--- src/rtl/keypad_scanner.sv ---
// =============================================================================
// Module   : keypad_scanner
// Brief    : 4x4 matrix keypad scanner with frame debounce and a 4-entry
//            valid/ready key-code FIFO.
// Revision : 1.0 - initial release
// =============================================================================
`default_nettype none

module keypad_scanner #(
  parameter int SCAN_DIV = 1000,
  parameter int DEBOUNCE = 4
) (
  input  logic       clk_in,
  input  logic       rst,
  output logic [3:0] keypad_rows,
  input  logic [3:0] keypad_cols,
  output logic [3:0] key_code,
  output logic       key_valid,
  input  logic       key_ready,
  output logic       key_held,
  output logic       overflow
);

  localparam int            DW         = (SCAN_DIV > 1) ? $clog2(SCAN_DIV) : 1;
  localparam logic [DW-1:0] DWELL_LAST = DW'(SCAN_DIV - 1);
  localparam logic [3:0]    DB_TARGET  = 4'(DEBOUNCE);

  typedef enum logic [1:0] {
    ST_IDLE    = 2'd0,
    ST_CAND    = 2'd1,
    ST_HELD    = 2'd2,
    ST_RELEASE = 2'd3
  } state_t;

  // ---------------------------------------------------------------------------
  // Column synchroniser
  // ---------------------------------------------------------------------------
  logic [3:0] cols_meta;
  logic [3:0] cols_sync;

  always_ff @(posedge clk_in or posedge rst) begin
    if (rst) begin
      cols_meta <= '0;
      cols_sync <= '0;
    end else begin
      cols_meta <= keypad_cols;
      cols_sync <= cols_meta;
    end
  end

  // ---------------------------------------------------------------------------
  // Row scan and frame accumulation
  // ---------------------------------------------------------------------------
  logic [DW-1:0] dwell;
  logic [1:0]    row_idx;
  logic [11:0]   row_acc;
  logic          sample;
  logic          frame_done;
  logic [15:0]   frame;

  assign sample      = (dwell == DWELL_LAST);
  assign frame_done  = sample && (row_idx == 2'd3);
  // Row 3 is taken straight from the synchroniser so the frame resolves on its sample cycle.
  assign frame       = {cols_sync, row_acc};
  assign keypad_rows = 4'b0001 << row_idx;

  always_ff @(posedge clk_in or posedge rst) begin
    if (rst) begin
      dwell   <= '0;
      row_idx <= 2'd0;
      row_acc <= '0;
    end else if (sample) begin
      dwell   <= '0;
      row_idx <= row_idx + 2'd1;
      case (row_idx)
        2'd0:    row_acc[3:0]  <= cols_sync;
        2'd1:    row_acc[7:4]  <= cols_sync;
        2'd2:    row_acc[11:8] <= cols_sync;
        default: ;
      endcase
    end else begin
      dwell <= dwell + DW'(1);
    end
  end

  // ---------------------------------------------------------------------------
  // Frame classification
  // ---------------------------------------------------------------------------
  logic [4:0] ones;
  logic [3:0] hit_code;
  logic       frame_none;
  logic       frame_single;

  always_comb begin
    ones     = 5'd0;
    hit_code = 4'd0;
    for (int i = 0; i < 16; i++) begin
      if (frame[i]) begin
        ones     = ones + 5'd1;
        hit_code = 4'(i);
      end
    end
  end

  assign frame_none   = (ones == 5'd0);
  assign frame_single = (ones == 5'd1);

  // ---------------------------------------------------------------------------
  // Debounce FSM
  // ---------------------------------------------------------------------------
  state_t     state, state_n;
  logic [3:0] cand, cand_n;
  logic [3:0] cnt, cnt_n;
  logic [3:0] cnt_inc;
  logic       push;
  logic [3:0] push_code;

  assign cnt_inc = cnt + 4'd1;

  always_ff @(posedge clk_in or posedge rst) begin
    if (rst) begin
      state <= ST_IDLE;
      cand  <= 4'd0;
      cnt   <= 4'd0;
    end else begin
      state <= state_n;
      cand  <= cand_n;
      cnt   <= cnt_n;
    end
  end

  always_comb begin
    state_n   = state;
    cand_n    = cand;
    cnt_n     = cnt;
    push      = 1'b0;
    push_code = cand;
    if (frame_done) begin
      case (state)
        ST_IDLE: begin
          if (frame_single) begin
            if (DEBOUNCE == 1) begin
              push      = 1'b1;
              push_code = hit_code;
              state_n   = ST_HELD;
            end else begin
              cand_n  = hit_code;
              cnt_n   = 4'd1;
              state_n = ST_CAND;
            end
          end
        end
        ST_CAND: begin
          if (frame_single && (hit_code == cand)) begin
            cnt_n = cnt_inc;
            if (cnt_inc == DB_TARGET) begin
              push    = 1'b1;
              state_n = ST_HELD;
            end
          end else begin
            state_n = ST_IDLE;
          end
        end
        ST_HELD: begin
          // Extra keys while held are ignored; only a clean release leaves HELD.
          if (frame_none) begin
            if (DEBOUNCE == 1) begin
              state_n = ST_IDLE;
            end else begin
              cnt_n   = 4'd1;
              state_n = ST_RELEASE;
            end
          end
        end
        ST_RELEASE: begin
          if (frame_none) begin
            cnt_n = cnt_inc;
            if (cnt_inc == DB_TARGET) begin
              state_n = ST_IDLE;
            end
          end else begin
            state_n = ST_HELD;
          end
        end
        default: state_n = ST_IDLE;
      endcase
    end
  end

  assign key_held = (state == ST_HELD) || (state == ST_RELEASE);

  // ---------------------------------------------------------------------------
  // Output FIFO
  // ---------------------------------------------------------------------------
  logic [3:0] mem [4];
  logic [1:0] wr_ptr;
  logic [1:0] rd_ptr;
  logic [2:0] count;
  logic       pop;
  logic       push_ok;

  assign key_valid = (count != 3'd0);
  assign pop       = key_valid && key_ready;
  assign push_ok   = push && ((count != 3'd4) || pop);

  always_ff @(posedge clk_in or posedge rst) begin
    if (rst) begin
      for (int i = 0; i < 4; i++) begin
        mem[i] <= 4'd0;
      end
      wr_ptr   <= 2'd0;
      rd_ptr   <= 2'd0;
      count    <= 3'd0;
      overflow <= 1'b0;
      key_code <= 4'd0;
    end else begin
      if (push_ok) begin
        mem[wr_ptr] <= push_code;
        wr_ptr      <= wr_ptr + 2'd1;
      end
      if (pop) begin
        rd_ptr <= rd_ptr + 2'd1;
      end
      case ({push_ok, pop})
        2'b10:   count <= count + 3'd1;
        2'b01:   count <= count - 3'd1;
        default: ;
      endcase
      if (push && !push_ok) begin
        overflow <= 1'b1;
      end
      // key_code is a registered copy of the head so it holds its value once drained.
      if (pop) begin
        if (count >= 3'd2) begin
          key_code <= mem[rd_ptr + 2'd1];
        end else if (push_ok) begin
          key_code <= push_code;
        end
      end else if (push_ok && (count == 3'd0)) begin
        key_code <= push_code;
      end
    end
  end

endmodule

`default_nettype wire

--- config.mk ---
export PLATFORM = sky130hd
export DESIGN_NAME = keypad_scanner
export DESIGN_NICKNAME = d
export VERILOG_FILES = /design/src/rtl/keypad_scanner.sv
export SDC_FILE = /design/constraint.sdc
export NUM_CORES = 1
export LEC_CHECK = 0
export BUFFER_PORTS_ARGS = -buffer_cell sky130_fd_sc_hd__buf_2
export CAP_MARGIN = 40
export CORE_ASPECT_RATIO = 2
export CORE_UTILIZATION = 55
export DETAILED_ROUTE_END_ITERATION = 10
export PLACE_DENSITY_LB_ADDON = 0.25
export SLEW_MARGIN = 20
export SYNTH_ARGS = -nofsm -noshare
export SYNTH_HDL_FRONTEND = slang
export SYNTH_SLANG_ARGS = --single-unit
--- constraint.sdc ---
create_clock -name clk_in -period 10 [get_ports clk_in]
set_input_delay 2 -clock clk_in [delete_from_list [all_inputs] [get_ports clk_in]]
set_output_delay 2 -clock clk_in [all_outputs]
set_load 0.02 [all_outputs]
==> impl_metrics.csv <==
group,metric,value,unit
place,gp_congestion,0.8552,
die,die_height,137.5,um
synthesis,yosys_most_used_dff,"dfrtp_1",
pwr,p_total,785.2,uW
pwr,power_leakage,0.002735,uW
layout,syn_to_final_growth,19.12,%
die,initial_core_util,0.5644,
timing,setup_tns,0,ns
worst_hold_path,holdPathStages,0,
critical_path,cpPeakStageDelay,0.38,ns
place,io_buffers,17,
layout,final_nets,579,
synthesis,synth_seq_area_share,0.3467,
timing,holdWs,0.3461,ns
place,dpl_cell_area,5430,sq um
pwr,max-vdd-ir-drop,144.3,uV
status,status,"finished clean",
clock_tree,cts-root-buf,"clkbuf_16",
global_routing,grt.overflow.total,0,
die,dieWidth,69.77,um
critical_path,critPathMaxFanout,5,
timing,fin_crit_sh,0.9796,
clock_tree,clkSlewWorstSetupHoldPaths,0.05,ns
critical_path,crit_type,"reg -> reg",
pwr,power_density,130.5,nW/um^2
die,core_area,8951,sq um
drt,drtIter0Drc,94,
place,place_hpwl,8287,um
layout,design_area,6018,sq um
synthesis,netlist_area,5052,sq um
synthesis,syn-instance-count,506,
worst_hold_path,hold_class,"reg -> reg",
critical_path,slowest_stage,"dfrtp_1",
drt,wirelength,11190,um
drt,viasPerCell,5.995,
synthesis,synth.ff_latch_count,70,
layout,antenna_cells,0,
clock_tree,clockBufferDepth,2,
global_routing,grt_usage,0.2420,
timing,tightest_slew,0.9065,ns
global_routing,grt_pass1_wl,18310,um
timing,clock.fmax,102.1,MHz
synthesis,synthArstFlopShare,1.000,
critical_path,cp.arrival,10.01,ns
critical_path,start_kind,"register",
clock_tree,htree_levels,3,
clock_tree,clkSinkCount,70,
flow_run,drv_cap,0,
clock_tree,cts_buffers,9,
timing,post-route-worst-setup-slack,0.2036,ns
timing,relSlewSlack,0.3880,
global_routing,grt_max_degree,71,
drt,drt_first_pass_iters,4,
synthesis,synth_edf_count,0,
critical_path,cp_common_cell,"ha_1",
drt,drc_errors,0,
timing,fin_skew,0.007064,ns
timing,rsz0062_at_grt,"yes",
die,row_count,49,
synthesis,synth_area_per_cell,9.985,sq um
timing,setup_viol,0,
drt,ant_nets,0,
timing,hold_viol_final,0,
place,place_ws,-0.07673,ns
clock_tree,clock_latency,0.33,ns
die,dieArea,9596,sq um
critical_path,end_kind,"register",
layout,drive_gt1_frac,0.3091,
global_routing,antenna_found_initial,0,
die,num_io_pins,18,
synthesis,yosysUniqueCellTypes,72,
timing,fin_crit,9.796,ns
drt,wl_per_cell,17.16,um
synthesis,synth_nets,540,
global_routing,grt_pass1_vias,3998,
synthesis,yosys_warnings,0,
timing,maxSlewViolCount,0,
drt,dr_total_vias,3909,
critical_path,rr_worst_depth,55,
critical_path,cp.required,10.22,ns
clock_tree,cts_tree,"built",
cells in the mapped netlist (all sizes together), types with 4 or more instances:
cell type,n,area [sq um]
ha,26,325.3
buf,7,37.53
xnor3,6,138.9
nor4,5,58.80
clkbuf,13,48.80
nor3,5,25.02
nand3,23,140.1
or3,4,25.02
o21ai,21,105.1
nor3b,6,45.04
nand2,53,198.9
nand2b,6,37.54
nor2,33,123.9
xnor2,37,357.9
and3,4,25.02
o22ai,8,50.05
mux2,39,439.2
or2,4,27.53
inv,26,97.59
dfrtp,70,1752
mux2i,5,50.05
xor2,16,173.9
a21oi,15,75.07
nor2b,4,25.02
nand4,7,43.79
mux4,4,90.09
and2,10,62.56
a41oi,4,35.03
final timing paths:
path,from,to,slack (ns)
worst min register to register,cols_meta[1]$_DFF_PP0_,cols_sync[1]$_DFF_PP0_,0.35
max in group asynchronous,rst,row_acc[8]$_DFFE_PP0P_,7.69
worst min-delay path,cols_meta[1]$_DFF_PP0_,cols_sync[1]$_DFF_PP0_,0.35
min in group asynchronous,rst,wr_ptr[1]$_DFFE_PP0P_,1.77
worst max register to register,row_acc[1]$_DFFE_PP0P_,count[2]$_DFFE_PP0P_,0.20
worst max-delay path,row_acc[1]$_DFFE_PP0P_,count[2]$_DFFE_PP0P_,0.20
cells by family (layout without fill, tap and decap cells):
group | after synthesis | after routing | synth area share
xor+xnor | 61 | 61 | 0.1422
buf+inv | 47 | 91 | 0.03715
mux | 48 | 48 | 0.1147
simple gates | 172 | 172 | 0.1795
compound gates | 81 | 81 | 0.1114
fa+ha+maj | 27 | 27 | 0.06835
flops | 70 | 70 | 0.3467
what timing repair did:
item / 4_1_cts / 5_1_grt
setup endpoints to repair: 1 / 35
setup buffers: 3 / 5
pin swaps: 6 / 19
gates resized for setup: 0 / 39
hold buffers: 0 / 0
registers in the layout (all words and copies together), names as in the netlist:
register,count
mem,16
row_acc,12
dwell,10
cand,4
cnt,4
cols_meta,4
cols_sync,4
key_code,4
count,3
rd_ptr,2
row_idx,2
state,2
wr_ptr,2
overflow,1
layout make-up:
type / count / area, sq um
fillers: 692 / 2933
well taps: 102 / 127.6
inverters: 27 / 101.3
multi-input cells: 389 / 3387
clock buffers: 12 / 246.5
flip-flops and latches: 70 / 1752
clock inverters: 4 / 70.07
repair buffers: 48 / 334.1
worst max-delay path: cells and delay by family (launching register included):
kind | cells | cell delay, ns
and+or+nand+nor | 20 | 2.60
AOI/OAI and AO/OA | 11 | 1.39
xor gates and xnor gates | 3 | 0.47
DFF | 1 | 0.38
buffers and inverters | 5 | 0.47
adders and majority gates | 14 | 3.91
muxes | 2 | 0.47
placed cells by master, fill, tap and decap left out, drive strengths merged, types with 3 or more instances in the layout:
| cell | n |
|---|---|
| o311ai | 3 |
| nand3 | 23 |
| o211ai | 3 |
| mux2 | 39 |
| nor3b | 6 |
| or3 | 4 |
| nor3 | 5 |
| o21a | 3 |
| clkbuf | 12 |
| nand4 | 7 |
| xnor2 | 37 |
| nand2b | 6 |
| inv | 26 |
| nor2 | 33 |
| xnor3 | 6 |
| a41oi | 4 |
| o21ai | 21 |
| and3 | 4 |
| buf | 48 |
| ha | 26 |
| a21oi | 15 |
| nor2b | 4 |
| dfrtp | 70 |
| mux2i | 5 |
| o22ai | 8 |
| clkinv | 3 |
| or2 | 4 |
| nand2 | 53 |
| a31o | 3 |
| nor4 | 5 |
| xor2 | 16 |
| mux4 | 4 |
| and2 | 10 |
per-stage QoR:
stage | utilization | instances
detailed placement | 0.6067 | 627
floorplan | - | 506
CTS | 0.6445 | 646
global route | 0.6724 | 652
finish | 0.6724 | 652
global placement | 0.6067 | 627
power by group:
| group | switching (uW) | leakage (uW) | total (uW) | internal [uW] |
|---|---|---|---|---|
| Sequential | 26.5 | 0.000936 | 322 | 296 |
| Clock | 111 | 0.000157 | 335 | 224 |
| Combinational | 67.1 | 0.00164 | 128 | 60.6 |
metal layers:
metal | track usage | wire length [um] | up-vias
li1 | - | - | 1874
met1 | 0.2432 | 4001 | 1933
met2 | 0.4637 | 6535 | 70
met3 | 0.03438 | 241 | 32
met4 | 0.1422 | 409 | 0
met5 | 0 | 0 | -
No activity file was read; power rests on OpenSTA's default activity.
